File: src/rtl/alu_result_skid.sv
// Two-entry skid buffer between the ALU result and the memory stage, with a registered in_ready.
// Build option ALU_SKID_PARITY_EN adds a per-entry even-parity bit on out_parity.
module alu_result_skid #(
    parameter int DATA_W      = 32,
    parameter int TAG_W       = 5,
    parameter int STALL_CNT_W = 16
) (
    input  logic                   clock,
    input  logic                   reset_n,
    input  logic                   flush,
    input  logic                   in_valid,
    output logic                   in_ready,
    input  logic [DATA_W-1:0]      in_result,
    input  logic [TAG_W-1:0]       in_tag,
    input  logic                   in_ovf,
    output logic                   out_valid,
    input  logic                   out_ready,
    output logic [DATA_W-1:0]      out_result,
    output logic [TAG_W-1:0]       out_tag,
    output logic                   out_ovf,
`ifdef ALU_SKID_PARITY_EN
    output logic                   out_parity,
`endif
    output logic [1:0]             occupancy,
    output logic [STALL_CNT_W-1:0] stall_cnt
);

    // state | meaning
    // EMPTY | no entries held
    // ONE   | main entry valid, drives out_*
    // TWO   | main and skid valid, in_ready low
    typedef enum logic [1:0] {EMPTY = 2'd0, ONE = 2'd1, TWO = 2'd2} state_t;

    state_t state, state_nxt;
    logic   in_fire, out_fire;
    logic   load_main_in, load_skid_in, load_main_skid;

    logic [DATA_W-1:0] main_result, skid_result;
    logic [TAG_W-1:0]  main_tag, skid_tag;
    logic              main_ovf, skid_ovf;

    assign in_fire  = in_valid & in_ready;
    assign out_fire = out_valid & out_ready;

    always_ff @(posedge clock or negedge reset_n) begin
        if (!reset_n) state <= EMPTY;
        else          state <= state_nxt;
    end

    always_comb begin
        state_nxt      = state;
        load_main_in   = 1'b0;
        load_skid_in   = 1'b0;
        load_main_skid = 1'b0;
        if (flush) begin
            state_nxt = EMPTY;
        end else begin
            case (state)
                EMPTY: if (in_fire) begin
                    state_nxt    = ONE;
                    load_main_in = 1'b1;
                end
                ONE: begin
                    if (in_fire && out_fire) begin
                        load_main_in = 1'b1;
                    end else if (in_fire) begin
                        state_nxt    = TWO;
                        load_skid_in = 1'b1;
                    end else if (out_fire) begin
                        state_nxt = EMPTY;
                    end
                end
                TWO: if (out_fire) begin
                    state_nxt      = ONE;
                    load_main_skid = 1'b1;
                end
                default: state_nxt = EMPTY;
            endcase
        end
    end

    // Outputs depend only on the state register, so in_ready has no path from out_ready.
    always_comb begin
        out_valid = (state == ONE) || (state == TWO);
        in_ready  = (state != TWO);
        occupancy = state;
    end

    always_ff @(posedge clock or negedge reset_n) begin
        if (!reset_n) begin
            main_result <= '0;
            main_tag    <= '0;
            main_ovf    <= 1'b0;
            skid_result <= '0;
            skid_tag    <= '0;
            skid_ovf    <= 1'b0;
        end else begin
            if (load_main_in) begin
                main_result <= in_result;
                main_tag    <= in_tag;
                main_ovf    <= in_ovf;
            end else if (load_main_skid) begin
                main_result <= skid_result;
                main_tag    <= skid_tag;
                main_ovf    <= skid_ovf;
            end
            if (load_skid_in) begin
                skid_result <= in_result;
                skid_tag    <= in_tag;
                skid_ovf    <= in_ovf;
            end
        end
    end

`ifdef ALU_SKID_PARITY_EN
    logic main_parity, skid_parity;

    always_ff @(posedge clock or negedge reset_n) begin
        if (!reset_n) begin
            main_parity <= 1'b0;
            skid_parity <= 1'b0;
        end else begin
            if (load_main_in)        main_parity <= ^in_result;
            else if (load_main_skid) main_parity <= skid_parity;
            if (load_skid_in)        skid_parity <= ^in_result;
        end
    end

    assign out_parity = main_parity;
`endif

    assign out_result = main_result;
    assign out_tag    = main_tag;
    assign out_ovf    = main_ovf;

    // Flush does not clear the count; it saturates at all-ones.
    always_ff @(posedge clock or negedge reset_n) begin
        if (!reset_n)
            stall_cnt <= '0;
        else if (out_valid && !out_ready && (stall_cnt != {STALL_CNT_W{1'b1}}))
            stall_cnt <= stall_cnt + {{(STALL_CNT_W-1){1'b0}}, 1'b1};
    end

endmodule

File: config.mk
export PLATFORM = sky130hd
export DESIGN_NAME = alu_result_skid
export DESIGN_NICKNAME = d
export VERILOG_FILES = /design/src/rtl/alu_result_skid.sv
export SDC_FILE = /design/constraint.sdc
export NUM_CORES = 1
export LEC_CHECK = 0
export ABC_CLOCK_PERIOD_IN_PS = 3050
export CORE_ASPECT_RATIO = 0.6
export CORE_MARGIN = 5
export CORE_UTILIZATION = 37
export DETAILED_ROUTE_END_ITERATION = 8
export PLACE_DENSITY_LB_ADDON = 0.2
export SKIP_CTS_REPAIR_TIMING = 1
export SYNTH_ARGS = -nofsm -noshare
export SYNTH_HDL_FRONTEND = slang
export SYNTH_SLANG_ARGS = --single-unit
File: constraint.sdc
create_clock -name clock -period 3.05 [get_ports clock]
set_clock_uncertainty 0.15 [all_clocks]
set_input_delay 0.305 -clock clock [delete_from_list [all_inputs] [get_ports clock]]
set_output_delay 0.305 -clock clock [all_outputs]
set_load 0.1 [all_outputs]
==> summary.md <==
| Metric | Value |
|---|---|
| Io pins | `approximately 100` |
| DRC marker count from the first detailed-route iteration | `83` |
| Slew of the pin with the lowest slew margin | `510 ps` |
| Die area | `~0.014 mm^2` |
| Clk slew on worst S/H paths | `around 70 ps` |
| Share of the clock period used by the worst path | `0.807` |
| Post-Syn Instances | `300` |
| R2R cell count | `6` |
| Die height | `94.9 um` |
| Critical R2R Launch | `occupancy[0]$_DFFE_PN0P_` |
| Fin cells | `575` |
| Dpl cells | `558` |
| Inserted Clock Buffers | `9` |
| Clock Tree Root | `clkbuf_16` |
| Layout area overhead | `31.3%` |
| Share of cells above drive strength 1 | `0.505` |
| CTS max path bufs | `2` |
| First-pass DRT Iterations | `4` |
| Port buffer count | `100` |
| Yosys warns | `0` |
| Max-slew violation count | `0` |
| Final period demand of the worst path | `approximately 2500 ps` |
| Syn_nets | `349` |
| CP max FO | `34` |
| Detailed Route WL | `9460 um` |
| Critical Path Source | `occupancy[0]$_DFFE_PN0P_` |
| Avg Vias per Cell | `4.71` |
| Final Net Count | `around 450` |
| Die Span X | `152 um` |
| CTS tree | `built` |
| Final hold vios | `0` |
| Vias in the first global route | `between 2,000 and 3,000` |
| Metal2 WL | `3940 um` |
| Post-synthesis sequential area ratio | `0.529` |
| Total GRT Usage | `0.137` |
| Routed WL per cell | `16.4 um` |
| Dpl hpwl | `6550 um` |
| H-Tree Level Count | `3` |
| #FFs+latches synth | `94` |
| Final setup viols | `0` |
| DRC errors left | `0` |
| Clk_lat worst skew | `340 ps` |
| Largest net degree at the start of global routing | `58` |
| CP required | `3120 ps` |
| Post-Syn Area | `approximately 0.0044 mm^2` |
| CP arrival | `2530 ps` |
| TNS Setup | `0 ps` |
| Setup crit start kind | `flop` |
| Commonest cells after routing, fill and taps aside | `92 x dfrtp_1, 78 x mux2_2, 62 x buf_4` |
| FP Rows | `31` |
| Post-synth cell types | `28` |
| Post-synthesis area per instance | `14.8 um^2` |
| ANT nets after route | `0` |
| First-pass GRT wire length | `15,300 um` |
| Kind of end point of the critical path | `flop` |
| Final instance area | `0.00584 mm^2` |
| GRT overflow | `0` |
| Filler cells | `1,060` |
| Top sig layer | `met4` |
| Status | `finished clean` |
| RSZ-0062 raised after global routing | `no` |
| Cell area after placement | `0.00550 mm^2` |
| Starting density of the core | `0.374` |
| Vias | `approximately 2,700` |
| CP Class | `flop to flop` |
| M1 WL | `4770 um` |
| TritonCTS Sinks | `94` |
| Hold Path Class | `input port to asynchronous set/reset pin` |
| Antenna diodes | `0` |
| Max-cap violation count | `0` |
| Fmax | `0.406 GHz` |
| Commonest non-fill, non-tap cell in the layout | `dfrtp_1` |
| Metal3 WL | `645 um` |
| Routability cong. | `0.786` |
| Initial antenna violation count | `0` |
| Slew HR | `0.660` |
| Area of the core | `0.0119 mm^2` |
cells in the mapped netlist:
cell type  count  share of area
buf_4          3         0.0051
o31a_1         1         0.0020
a41oi_1        1         0.0020
and3_1         5         0.0070
nor3_1         4         0.0045
nor2b_1        3         0.0042
nand2b_1       1         0.0014
a21oi_1        2         0.0023
nor2_1         5         0.0042
xnor2_1        9          0.018
mux2_4        40           0.14
nand2_1        7         0.0059
nand3_1        7         0.0079
and2_4         1         0.0020
inv_1          2         0.0017
buf_2          4         0.0045
and4_1         3         0.0059
mux2_2        78           0.20
dfrtp_1       94           0.53
buf_6          6          0.015
nand3b_2       1         0.0025
a21boi_0       1         0.0017
nand4_1        7         0.0098
ha_1           6          0.017
or3_1          1         0.0014
inv_2          1        0.00084
xor2_1         4         0.0079
nor4_1         3         0.0042
path summary, 6_finish.rpt:
kind	slack (ps)	end
setup / recovery	590	skid_result[21]$_DFFE_PN0P_
hold / removal	330	stall_cnt[1]$_DFFE_PN0P_
setup reg to reg	590	skid_result[21]$_DFFE_PN0P_
hold reg to reg	360	skid_result[29]$_DFFE_PN0P_
max in group asynchronous	1740	skid_result[25]$_DFFE_PN0P_
min in group clock	360	skid_result[29]$_DFFE_PN0P_
layer usage:
metal	vias up	global-route usage
met5	-	0
met4	0	0.0359
met3	10	0.0480
met2	67	0.196
met1	1343	0.198
li1	1289	-
cell families after synthesis:
kind of cell,synth area share
DFF,0.529
and+or+nand+nor,0.0610
xor gates and xnor gates,0.0256
AOI/OAI and AO/OA,0.00788
muxes,0.332
adders and majority gates,0.0169
buffers and inverters,0.0273
cell type report:
cell class / count / area (um^2) / share of cell area
sequential: 94 / 2350 / 0.403
multi-input combinational: 190 / 1990 / 0.341
timing repair buffer: 107 / 946 / 0.162
clock buffer: 11 / 253 / 0.0433
tap: 165 / 206 / 0.0353
clock inverter: 5 / 81.3 / 0.0139
inverter: 3 / 11.3 / 0.00193
critical path: stages, from the launching register on:
cell	delay, ps
dfrtp_2	440
inv_1	140
ha_2	320
and2_4	180
or3_2	530
buf_12	230
mux2_4	320
flip-flops by register name (all words and copies together) (netlist names):
name / count
out_result: 32
skid_result: 32
stall_cnt: 16
out_tag: 5
skid_tag: 5
occupancy: 2
out_ovf: 1
skid_ovf: 1
metrics by stage:
step	setup WS [ps]	utilization	hold WS [ps]
2_1_floorplan	49.0	-	-141
3_3_place_gp	673	0.462	161
3_5_place_dp	603	0.462	164
4_1_cts	589	0.490	-205
5_1_grt	516	0.491	374
6_report	587	0.491	325
Power is not shown: default switching activity piles up to over one toggle a cycle in this logic, so the estimate is an artifact.
